**src/rtl/pipe_hazard_ctrl_if.sv**
```systemverilog
// Pipeline hazard control bus: hazard inputs from ID/EX/MEM/IF and
// the stall/flush/MDU-start/status outputs of the sequencing controller.
interface pipe_hazard_ctrl_if #(
  parameter int unsigned REG_IDX_W = 5,
  parameter int unsigned CNT_W     = 32
);
  logic                 id_rs1_en_i;
  logic [REG_IDX_W-1:0] id_rs1_index_i;
  logic                 id_rs2_en_i;
  logic [REG_IDX_W-1:0] id_rs2_index_i;
  logic                 id2ex_valid_i;
  logic                 id2ex_mem_read_i;
  logic                 id2ex_mdu_i;
  logic                 id2ex_rd_en_i;
  logic [REG_IDX_W-1:0] id2ex_rd_index_i;
  logic                 ex_redirect_i;
  logic                 if_ready_i;
  logic                 mem_req_i;
  logic                 mem_ready_i;
  logic                 mdu_done_i;

  logic                 pc_stall_o;
  logic                 if2id_stall_o;
  logic                 id2ex_stall_o;
  logic                 ex2mem_stall_o;
  logic                 if2id_flush_o;
  logic                 id2ex_flush_o;
  logic                 ex2mem_flush_o;
  logic                 mem2wb_flush_o;
  logic                 mdu_start_o;
  logic [1:0]           ctrl_state_o;
  logic [CNT_W-1:0]     stall_cnt_o;

  // Controller side
  modport master (
    input  id_rs1_en_i, id_rs1_index_i, id_rs2_en_i, id_rs2_index_i,
           id2ex_valid_i, id2ex_mem_read_i, id2ex_mdu_i, id2ex_rd_en_i,
           id2ex_rd_index_i, ex_redirect_i, if_ready_i, mem_req_i,
           mem_ready_i, mdu_done_i,
    output pc_stall_o, if2id_stall_o, id2ex_stall_o, ex2mem_stall_o,
           if2id_flush_o, id2ex_flush_o, ex2mem_flush_o, mem2wb_flush_o,
           mdu_start_o, ctrl_state_o, stall_cnt_o
  );

  // Pipeline side
  modport slave (
    output id_rs1_en_i, id_rs1_index_i, id_rs2_en_i, id_rs2_index_i,
           id2ex_valid_i, id2ex_mem_read_i, id2ex_mdu_i, id2ex_rd_en_i,
           id2ex_rd_index_i, ex_redirect_i, if_ready_i, mem_req_i,
           mem_ready_i, mdu_done_i,
    input  pc_stall_o, if2id_stall_o, id2ex_stall_o, ex2mem_stall_o,
           if2id_flush_o, id2ex_flush_o, ex2mem_flush_o, mem2wb_flush_o,
           mdu_start_o, ctrl_state_o, stall_cnt_o
  );
endinterface

```
**src/rtl/pipe_hazard_ctrl.sv**
```systemverilog
// Five-stage pipeline sequencing controller: load-use bubbles, MDU occupancy,
// data/fetch wait states and EX redirects with stale-fetch discard.
module pipe_hazard_ctrl #(
  parameter int unsigned REG_IDX_W = 5,
  parameter int unsigned CNT_W     = 32
) (
  input  logic                clk,
  input  logic                rst,
  pipe_hazard_ctrl_if.master  bus
);

  typedef enum logic [1:0] {
    ST_RUN  = 2'd0,
    ST_MDU  = 2'd1,
    ST_KILL = 2'd2
  } state_e;

  state_e           state_q, state_d;
  logic [CNT_W-1:0] stall_cnt_q, stall_cnt_d;

  logic [REG_IDX_W-1:0] rs1_idx, rs2_idx, rd_idx;
  logic                 mem_wait, load_use, mdu_issue;
  logic                 pc_stall;

  assign rs1_idx = bus.id_rs1_index_i;
  assign rs2_idx = bus.id_rs2_index_i;
  assign rd_idx  = bus.id2ex_rd_index_i;

  assign mem_wait  = bus.mem_req_i & ~bus.mem_ready_i;
  assign mdu_issue = bus.id2ex_valid_i & bus.id2ex_mdu_i;
  assign load_use  = bus.id2ex_valid_i & bus.id2ex_mem_read_i & bus.id2ex_rd_en_i
                   & (rd_idx != REG_IDX_W'(0))
                   & ((bus.id_rs1_en_i & (rs1_idx == rd_idx))
                    | (bus.id_rs2_en_i & (rs2_idx == rd_idx)));

  // State and stall counter registers
  always_ff @(posedge clk) begin
    if (rst) begin
      state_q     <= ST_RUN;
      stall_cnt_q <= '0;
    end else begin
      state_q     <= state_d;
      stall_cnt_q <= stall_cnt_d;
    end
  end

  // Next state; a memory wait freezes every transition, including a pending MDU release
  always_comb begin
    state_d = state_q;
    if (!mem_wait) begin
      unique case (state_q)
        ST_KILL: if (bus.if_ready_i) state_d = ST_RUN;
        ST_MDU:  if (bus.mdu_done_i) state_d = ST_RUN;
        ST_RUN: begin
          if (mdu_issue)                              state_d = ST_MDU;
          else if (bus.ex_redirect_i && !bus.if_ready_i) state_d = ST_KILL;
        end
        default: state_d = ST_RUN;
      endcase
    end
  end

  // Per-cycle stall/flush outputs in priority order; reset forces bubbles everywhere
  always_comb begin
    pc_stall           = 1'b0;
    bus.if2id_stall_o  = 1'b0;
    bus.id2ex_stall_o  = 1'b0;
    bus.ex2mem_stall_o = 1'b0;
    bus.if2id_flush_o  = 1'b0;
    bus.id2ex_flush_o  = 1'b0;
    bus.ex2mem_flush_o = 1'b0;
    bus.mem2wb_flush_o = 1'b0;
    bus.mdu_start_o    = 1'b0;
    if (rst) begin
      bus.if2id_flush_o  = 1'b1;
      bus.id2ex_flush_o  = 1'b1;
      bus.ex2mem_flush_o = 1'b1;
      bus.mem2wb_flush_o = 1'b1;
    end else if (mem_wait) begin
      pc_stall           = 1'b1;
      bus.if2id_stall_o  = 1'b1;
      bus.id2ex_stall_o  = 1'b1;
      bus.ex2mem_stall_o = 1'b1;
      bus.mem2wb_flush_o = 1'b1;
    end else begin
      unique case (state_q)
        ST_KILL: begin
          pc_stall          = 1'b1;
          bus.if2id_flush_o = 1'b1;
        end
        ST_MDU: begin
          if (!bus.mdu_done_i) begin
            pc_stall           = 1'b1;
            bus.if2id_stall_o  = 1'b1;
            bus.id2ex_stall_o  = 1'b1;
            bus.ex2mem_flush_o = 1'b1;
          end
        end
        ST_RUN: begin
          if (mdu_issue) begin
            bus.mdu_start_o    = 1'b1;
            pc_stall           = 1'b1;
            bus.if2id_stall_o  = 1'b1;
            bus.id2ex_stall_o  = 1'b1;
            bus.ex2mem_flush_o = 1'b1;
          end else if (bus.ex_redirect_i) begin
            bus.if2id_flush_o = 1'b1;
            bus.id2ex_flush_o = 1'b1;
          end else if (load_use) begin
            pc_stall          = 1'b1;
            bus.if2id_stall_o = 1'b1;
            bus.id2ex_flush_o = 1'b1;
          end else if (!bus.if_ready_i) begin
            pc_stall          = 1'b1;
            bus.if2id_flush_o = 1'b1;
          end
        end
        default: ;
      endcase
    end
  end

  // Saturating count of PC-stall cycles
  always_comb begin
    stall_cnt_d = stall_cnt_q;
    if (pc_stall && (stall_cnt_q != {CNT_W{1'b1}}))
      stall_cnt_d = stall_cnt_q + CNT_W'(1);
  end

  assign bus.pc_stall_o   = pc_stall;
  assign bus.ctrl_state_o = state_q;
  assign bus.stall_cnt_o  = stall_cnt_q;

endmodule

```
**src/flat_wrapper.sv**
```systemverilog
// flat-port wrapper written by rule: the top's interface ports become plain ports
module pipe_hazard_ctrl_flat 
#(
  parameter int unsigned REG_IDX_W = 5,
  parameter int unsigned CNT_W     = 32
)
  (clk, rst, bus_id_rs1_en_i, bus_id_rs1_index_i, bus_id_rs2_en_i, bus_id_rs2_index_i, bus_id2ex_valid_i, bus_id2ex_mem_read_i, bus_id2ex_mdu_i, bus_id2ex_rd_en_i, bus_id2ex_rd_index_i, bus_ex_redirect_i, bus_if_ready_i, bus_mem_req_i, bus_mem_ready_i, bus_mdu_done_i, bus_pc_stall_o, bus_if2id_stall_o, bus_id2ex_stall_o, bus_ex2mem_stall_o, bus_if2id_flush_o, bus_id2ex_flush_o, bus_ex2mem_flush_o, bus_mem2wb_flush_o, bus_mdu_start_o, bus_ctrl_state_o, bus_stall_cnt_o);
  pipe_hazard_ctrl_if #(.REG_IDX_W(REG_IDX_W), .CNT_W(CNT_W)) bus_i ();
  input  logic clk;
  input  logic rst;
  input wire logic [$bits(bus_i.id_rs1_en_i)-1:0] bus_id_rs1_en_i;
  input wire logic [$bits(bus_i.id_rs1_index_i)-1:0] bus_id_rs1_index_i;
  input wire logic [$bits(bus_i.id_rs2_en_i)-1:0] bus_id_rs2_en_i;
  input wire logic [$bits(bus_i.id_rs2_index_i)-1:0] bus_id_rs2_index_i;
  input wire logic [$bits(bus_i.id2ex_valid_i)-1:0] bus_id2ex_valid_i;
  input wire logic [$bits(bus_i.id2ex_mem_read_i)-1:0] bus_id2ex_mem_read_i;
  input wire logic [$bits(bus_i.id2ex_mdu_i)-1:0] bus_id2ex_mdu_i;
  input wire logic [$bits(bus_i.id2ex_rd_en_i)-1:0] bus_id2ex_rd_en_i;
  input wire logic [$bits(bus_i.id2ex_rd_index_i)-1:0] bus_id2ex_rd_index_i;
  input wire logic [$bits(bus_i.ex_redirect_i)-1:0] bus_ex_redirect_i;
  input wire logic [$bits(bus_i.if_ready_i)-1:0] bus_if_ready_i;
  input wire logic [$bits(bus_i.mem_req_i)-1:0] bus_mem_req_i;
  input wire logic [$bits(bus_i.mem_ready_i)-1:0] bus_mem_ready_i;
  input wire logic [$bits(bus_i.mdu_done_i)-1:0] bus_mdu_done_i;
  output wire logic [$bits(bus_i.pc_stall_o)-1:0] bus_pc_stall_o;
  output wire logic [$bits(bus_i.if2id_stall_o)-1:0] bus_if2id_stall_o;
  output wire logic [$bits(bus_i.id2ex_stall_o)-1:0] bus_id2ex_stall_o;
  output wire logic [$bits(bus_i.ex2mem_stall_o)-1:0] bus_ex2mem_stall_o;
  output wire logic [$bits(bus_i.if2id_flush_o)-1:0] bus_if2id_flush_o;
  output wire logic [$bits(bus_i.id2ex_flush_o)-1:0] bus_id2ex_flush_o;
  output wire logic [$bits(bus_i.ex2mem_flush_o)-1:0] bus_ex2mem_flush_o;
  output wire logic [$bits(bus_i.mem2wb_flush_o)-1:0] bus_mem2wb_flush_o;
  output wire logic [$bits(bus_i.mdu_start_o)-1:0] bus_mdu_start_o;
  output wire logic [$bits(bus_i.ctrl_state_o)-1:0] bus_ctrl_state_o;
  output wire logic [$bits(bus_i.stall_cnt_o)-1:0] bus_stall_cnt_o;
  assign bus_i.id_rs1_en_i = bus_id_rs1_en_i;
  assign bus_i.id_rs1_index_i = bus_id_rs1_index_i;
  assign bus_i.id_rs2_en_i = bus_id_rs2_en_i;
  assign bus_i.id_rs2_index_i = bus_id_rs2_index_i;
  assign bus_i.id2ex_valid_i = bus_id2ex_valid_i;
  assign bus_i.id2ex_mem_read_i = bus_id2ex_mem_read_i;
  assign bus_i.id2ex_mdu_i = bus_id2ex_mdu_i;
  assign bus_i.id2ex_rd_en_i = bus_id2ex_rd_en_i;
  assign bus_i.id2ex_rd_index_i = bus_id2ex_rd_index_i;
  assign bus_i.ex_redirect_i = bus_ex_redirect_i;
  assign bus_i.if_ready_i = bus_if_ready_i;
  assign bus_i.mem_req_i = bus_mem_req_i;
  assign bus_i.mem_ready_i = bus_mem_ready_i;
  assign bus_i.mdu_done_i = bus_mdu_done_i;
  assign bus_pc_stall_o = bus_i.pc_stall_o;
  assign bus_if2id_stall_o = bus_i.if2id_stall_o;
  assign bus_id2ex_stall_o = bus_i.id2ex_stall_o;
  assign bus_ex2mem_stall_o = bus_i.ex2mem_stall_o;
  assign bus_if2id_flush_o = bus_i.if2id_flush_o;
  assign bus_id2ex_flush_o = bus_i.id2ex_flush_o;
  assign bus_ex2mem_flush_o = bus_i.ex2mem_flush_o;
  assign bus_mem2wb_flush_o = bus_i.mem2wb_flush_o;
  assign bus_mdu_start_o = bus_i.mdu_start_o;
  assign bus_ctrl_state_o = bus_i.ctrl_state_o;
  assign bus_stall_cnt_o = bus_i.stall_cnt_o;
  pipe_hazard_ctrl #(.REG_IDX_W(REG_IDX_W), .CNT_W(CNT_W)) u_core (.clk(clk), .rst(rst), .bus(bus_i));
endmodule
```
**config.mk**
```make
export PLATFORM = sky130hd
export DESIGN_NAME = pipe_hazard_ctrl_flat
export DESIGN_NICKNAME = d
export VERILOG_FILES = /design/src/rtl/pipe_hazard_ctrl_if.sv /design/src/rtl/pipe_hazard_ctrl.sv /design/src/flat_wrapper.sv
export SDC_FILE = /design/constraint.sdc
export NUM_CORES = 1
export LEC_CHECK = 0
export CAP_MARGIN = 0
export CORE_MARGIN = 3
export CORE_UTILIZATION = 44
export DETAILED_ROUTE_END_ITERATION = 8
export DONT_BUFFER_PORTS = 1
export HOLD_SLACK_MARGIN = 0.08
export PLACE_DENSITY_LB_ADDON = 0.12
export SLEW_MARGIN = 10
export SYNTH_ARGS = -nofsm -noshare
export SYNTH_HDL_FRONTEND = slang
export SYNTH_SLANG_ARGS = --single-unit
```
**constraint.sdc**
```tcl
create_clock -name clk -period 2.7 [get_ports clk]
set_input_delay 0 -clock clk [delete_from_list [all_inputs] [get_ports clk]]
set_output_delay 0 -clock clk [all_outputs]
set_load 0.01 [all_outputs]
```
# Word-level counts from Yosys, hierarchy flattened
# Cells that the tools add are included.
# totals
memories	0
ramBits	0
wordCells	70
out_inout_bits	43
latch_bits	0
rom_bits	0
in_bits	28
ff_bits	34
# op_classes
mul	0
div_mod_pow	0
n_shift	0
eq_ne	8
n_reduce_logical	6
n_lt_le_gt_ge	0
muxes	42
n_addsub	1
bitwise	11
# op_table
cell	count
1-bit two-way mux	33
32-bit by 1-bit adder with 32-bit output (second input constant)	1
32-bit inequality test (second input constant)	1
5-bit == test	2
1-bit AND	8
2-bit two-way mux	4
1-bit case mux with 2 select lines	3
2-bit case mux with 3 select lines	1
5-bit nonzero test	1
2-bit inequality test (second input constant)	2
4-bit AND reduction	1
3-bit by 1-bit inequality test with 1-bit output (second input constant)	1
1-bit case mux with 3 select lines	1
2-bit by 1-bit == test with 1-bit output (second input constant)	1
2-bit == test (second input constant)	1
1-bit logical AND	2
2-bit zero test	1
1-bit inverter	2
1-bit zero test	1
1-bit bitwise OR	1

# Logic depth before layout (Yosys ltp)
# logic_depth
ltp_word	11
depth_mapped	10
depth_no_buf	7

# Worst setup path before layout
# OpenSTA, ideal clock, no wires.
# synth_path
path_type	register to register
from	register u_core.stall_cnt_q[7], in the netlist u_core.bus.stall_cnt_o[7]
to	register u_core.stall_cnt_q[23], in the netlist u_core.bus.stall_cnt_o[23]
n_path_buf	0
stages_incl_launch_ff	8
t_arrival_ns	1.934
required_time_ns	2.579
synth_period_minus_slack_ns	2.055
setup_time_ns	0.121
setup_slack_ns	0.645
cell_sequence	dfxtp_1 -> nand4_2 -> nor4_4 -> and4b_1 -> nand3b_4 -> nor2_2 -> and2_4 -> mux2_4
# synth_between
elab_chain_len	2
word_cells_on_any_way	3
classes_between	add/sub: 1; eq/ne: 1; reduce/logical: 1
# synth_lines
item	line	rtl
start, declared	pipe_hazard_ctrl.sv:19	logic [CNT_W-1:0] stall_cnt_q, stall_cnt_d;
start signal, assigned	pipe_hazard_ctrl.sv:43	stall_cnt_q <= stall_cnt_d;
parallel branches: the longest is 2 deep, another holds 32-bit by 1-bit adder with 32-bit output	-	
# Parallel ways; which one is timed is not known.
# A chain may end at the register's enable or synchronous reset.

# Worst setup path in the final report
# layout_path
from	register u_core.stall_cnt_q[17], in the netlist u_core.bus.stall_cnt_o[17]
to	register u_core.stall_cnt_q[23], in the netlist u_core.bus.stall_cnt_o[23]
# Same word-level chain as after synthesis.

==> results.json <==
{
  "status": "completed",
  "fin_cells": 319,
  "cts_tree": "done",
  "num_io_pins": 71,
  "drv.max_cap_violation_count": 0,
  "maxSlewHeadroom_pct": 60.3,
  "avgViaCountPerCell": 5.66,
  "dpl-instance-area_um2": 2170,
  "setup_ws_ns": 0.343,
  "final_design_utilization_pct": 52.7,
  "place_congestion": 0.847,
  "timing.critical_path.slowest_stage_cell": "sky130_fd_sc_hd__dfxtp_1",
  "timing.critical_path.fanout_max": 9,
  "arrival_ns": 2.53,
  "setup_viol": 0,
  "total_die_area_um2": 5620,
  "cp_cell_sequence": "nand4_1, nor4_4, and4b_1, nand3b_4, nor2_2, and2_4, mux2_4",
  "drt-initial-drc-count": 99,
  "clock-root-buffer": "sky130_fd_sc_hd__clkbuf_8",
  "drc": 0,
  "post-synth-top-count-cell": "sky130_fd_sc_hd__nor2_1",
  "fin_total_pwr_mw": 1.11,
  "dieWidth_um": 75.0,
  "final.setup_skew_ns": 0.00628,
  "ys_ff_latch": 34,
  "post_drt_wl_per_cell_um": 15.7,
  "fin_nets": 296,
  "antenna_cells": 0,
  "worstSetupEndpointType": "flop",
  "number_of_antenna_violations_at_the_first_check_in_global_routing": 0,
  "grt_first_pass_wirelength_um": 8460,
  "syn-cell-area_um2": 2090,
  "dieHeight_um": 75.0,
  "synth_area_leaders": "sky130_fd_sc_hd__dfxtp_1 33%, sky130_fd_sc_hd__xnor2_1 13%, sky130_fd_sc_hd__nor2_1 6.8%",
  "area_growth_pct": 12.6,
  "grt_start_max_net_pins": 36,
  "timing.setup.critical_path_class": "reg -> reg",
  "pwr_density_cell_nw_per_um2": 471,
  "synthesis.nets": 282,
  "post-cts-setup-buffer-count": 0,
  "timing_hold_violations_final": 0,
  "core_area_um2": 4470,
  "crit_path_start_kind": "flop",
  "via_count_of_the_routed_design": 1806,
  "grt_setup_unrepaired": "no",
  "postSynthCellCount": 253,
  "route.antenna.remaining_nets": 0,
  "drive_above_1_share_pct": 15.7,
  "cts-resized-gates": 0,
  "place.detailed.hpwl_um": 3730,
  "crit_family": "simple AND/OR/NAND/NOR gates",
  "leakage_power_of_the_design_nw": 0.883,
  "worst_path_largest_cell_delay_ns": 0.48,
  "worst_hold_slack_after_final_layout_ns": 0.163,
  "synth.avg_cell_area_um2": 8.27,
  "yosysTopAreaCellShare_pct": 32.5,
  "tns_ns": 0,
  "synth_largest_area_cell": "sky130_fd_sc_hd__dfxtp_1",
  "fmax_ghz": 0.424,
  "async_flop_share_pct": 0,
  "synth.yosys.warnings": 0,
  "dp_worst_setup_slack_ns": 0.343,
  "netlist_top_cells_count": "38 x sky130_fd_sc_hd__nor2_1, 34 x sky130_fd_sc_hd__dfxtp_1, 30 x sky130_fd_sc_hd__xnor2_1, 28 x sky130_fd_sc_hd__nand2_1, 12 x sky130_fd_sc_hd__nand4_1",
  "routed_wl_um": 5020,
  "netlist-cell-type-count": 50,
  "row_count": 24,
  "timing.final.crit_share_pct": 87.3,
  "insertion_delay_ns": 0.28,
  "placedCellCount": 306,
  "share_of_the_yosys_chip_area_belonging_to_registers_pct": 32.5,
  "first_global_vias": 1785,
  "grtUsageTotal_pct": 19.4,
  "detailed_routing_iterations_pass_1": 4,
  "min-delay-path-class": "in -> reg",
  "synth-edff-count": 0,
  "cts.sinks": 34,
  "slew_viol_final": 0,
  "ctsHtreeMaxLevel": 2,
  "global_route.overflow_total": 0,
  "worstPathBufferInverterCount": 0,
  "cp_data_required_time_ns": 2.87,
  "port_buffers": 0,
  "finish.instance_area_um2": 2360,
  "cts_made_buffers": 5,
  "cts_buffer_depth": 2,
  "worst_slew_pin_slew_ns": 0.593,
  "clkSlewWorstSetupHoldPaths_ns": 0.07,
  "peakVddDrop_uv": 415,
  "period_needed_ns": 2.36,
  "initial_utilization_pct": 46.8,
  "postSynth.topFlopCell": "sky130_fd_sc_hd__dfxtp_1"
}
## cell type report
type | instances | area, µm²
tap | 52 | 65.1
multi-input combinational | 206 | 1330
timing repair buffer | 17 | 153
clock buffer | 6 | 82.6
inverter | 3 | 11.3
fill | 444 | 2120
sequential | 34 | 681
clock inverter | 1 | 30.0
## power by group
part	total (mW)	switching [mW]	internal, mW
clock network	0.474	0.179	0.295
logic	0.111	0.0670	0.0438
registers	0.523	0.0145	0.509
## tightest hold or removal path: cells and delay by family
kind	cells	cell delay, ns
simple gates	1	0.15
buf+inv	1	0.21
compound gates	1	0.05
## layer usage
metal	share of wire (%)	up-vias	GRT usage [%]
li1	-	915	-
met1	47	830	25.3
met2	45	56	30.5
met3	7.3	5	6.28
met4	0.88	0	6.32
met5	0	-	0
## layout by cell type (no fill, tap or decap), types with 4 or more instances in the layout
cell type and count:
sky130_fd_sc_hd__nor2_1 38, sky130_fd_sc_hd__dfxtp_1 34, sky130_fd_sc_hd__xnor2_1 30, sky130_fd_sc_hd__nand2_1 28
sky130_fd_sc_hd__nand4_1 12, sky130_fd_sc_hd__buf_4 11, sky130_fd_sc_hd__nand3_1 10, sky130_fd_sc_hd__nor3_2 10
sky130_fd_sc_hd__nor3_1 8, sky130_fd_sc_hd__a21oi_1 7, sky130_fd_sc_hd__o21ai_0 6, sky130_fd_sc_hd__clkbuf_8 6
sky130_fd_sc_hd__and2_1 5, sky130_fd_sc_hd__nor2b_1 5, sky130_fd_sc_hd__and3_1 5, sky130_fd_sc_hd__dlygate4sd3_1 5
sky130_fd_sc_hd__mux2i_1 4
## state kept, by name (all words and copies together), names as in the netlist
signal                   cells
u_core.bus.ctrl_state_o      2
u_core.bus.stall_cnt_o      32
## timing repair
action	CTS	global route
hold buffers	6	0
endpoints found under the hold margin	33	0
setup endpoints to repair	0	0
## worst paths after layout
path / start / depth (start not counted) / slack [ns] / to
worst max-delay path: u_core.bus.stall_cnt_o[17] / 7 / 0.34 / u_core.bus.stall_cnt_o[23]
worst min-delay path: rst / 3 / 0.16 / u_core.bus.stall_cnt_o[27]
worst max register to register: u_core.bus.stall_cnt_o[17] / 7 / 0.34 / u_core.bus.stall_cnt_o[23]
worst min register to register: u_core.bus.stall_cnt_o[27] / 2 / 0.54 / u_core.bus.stall_cnt_o[27]
## logic make-up (layout without fill, tap and decap cells)
kind of cell	after synthesis	count (layout)	share of synthesized area, %
AND/OR/NAND/NOR	143	143	38.8
flip-flops	34	34	32.5
XOR/XNOR	30	30	12.6
AO/OA/AOI/OAI	24	24	7.53
buffers and inverters	13	27	3.77
multiplexers	8	8	4.24
adder cells (fa/ha/maj)	1	1	0.598
Power figures use the tool's default switching activity.
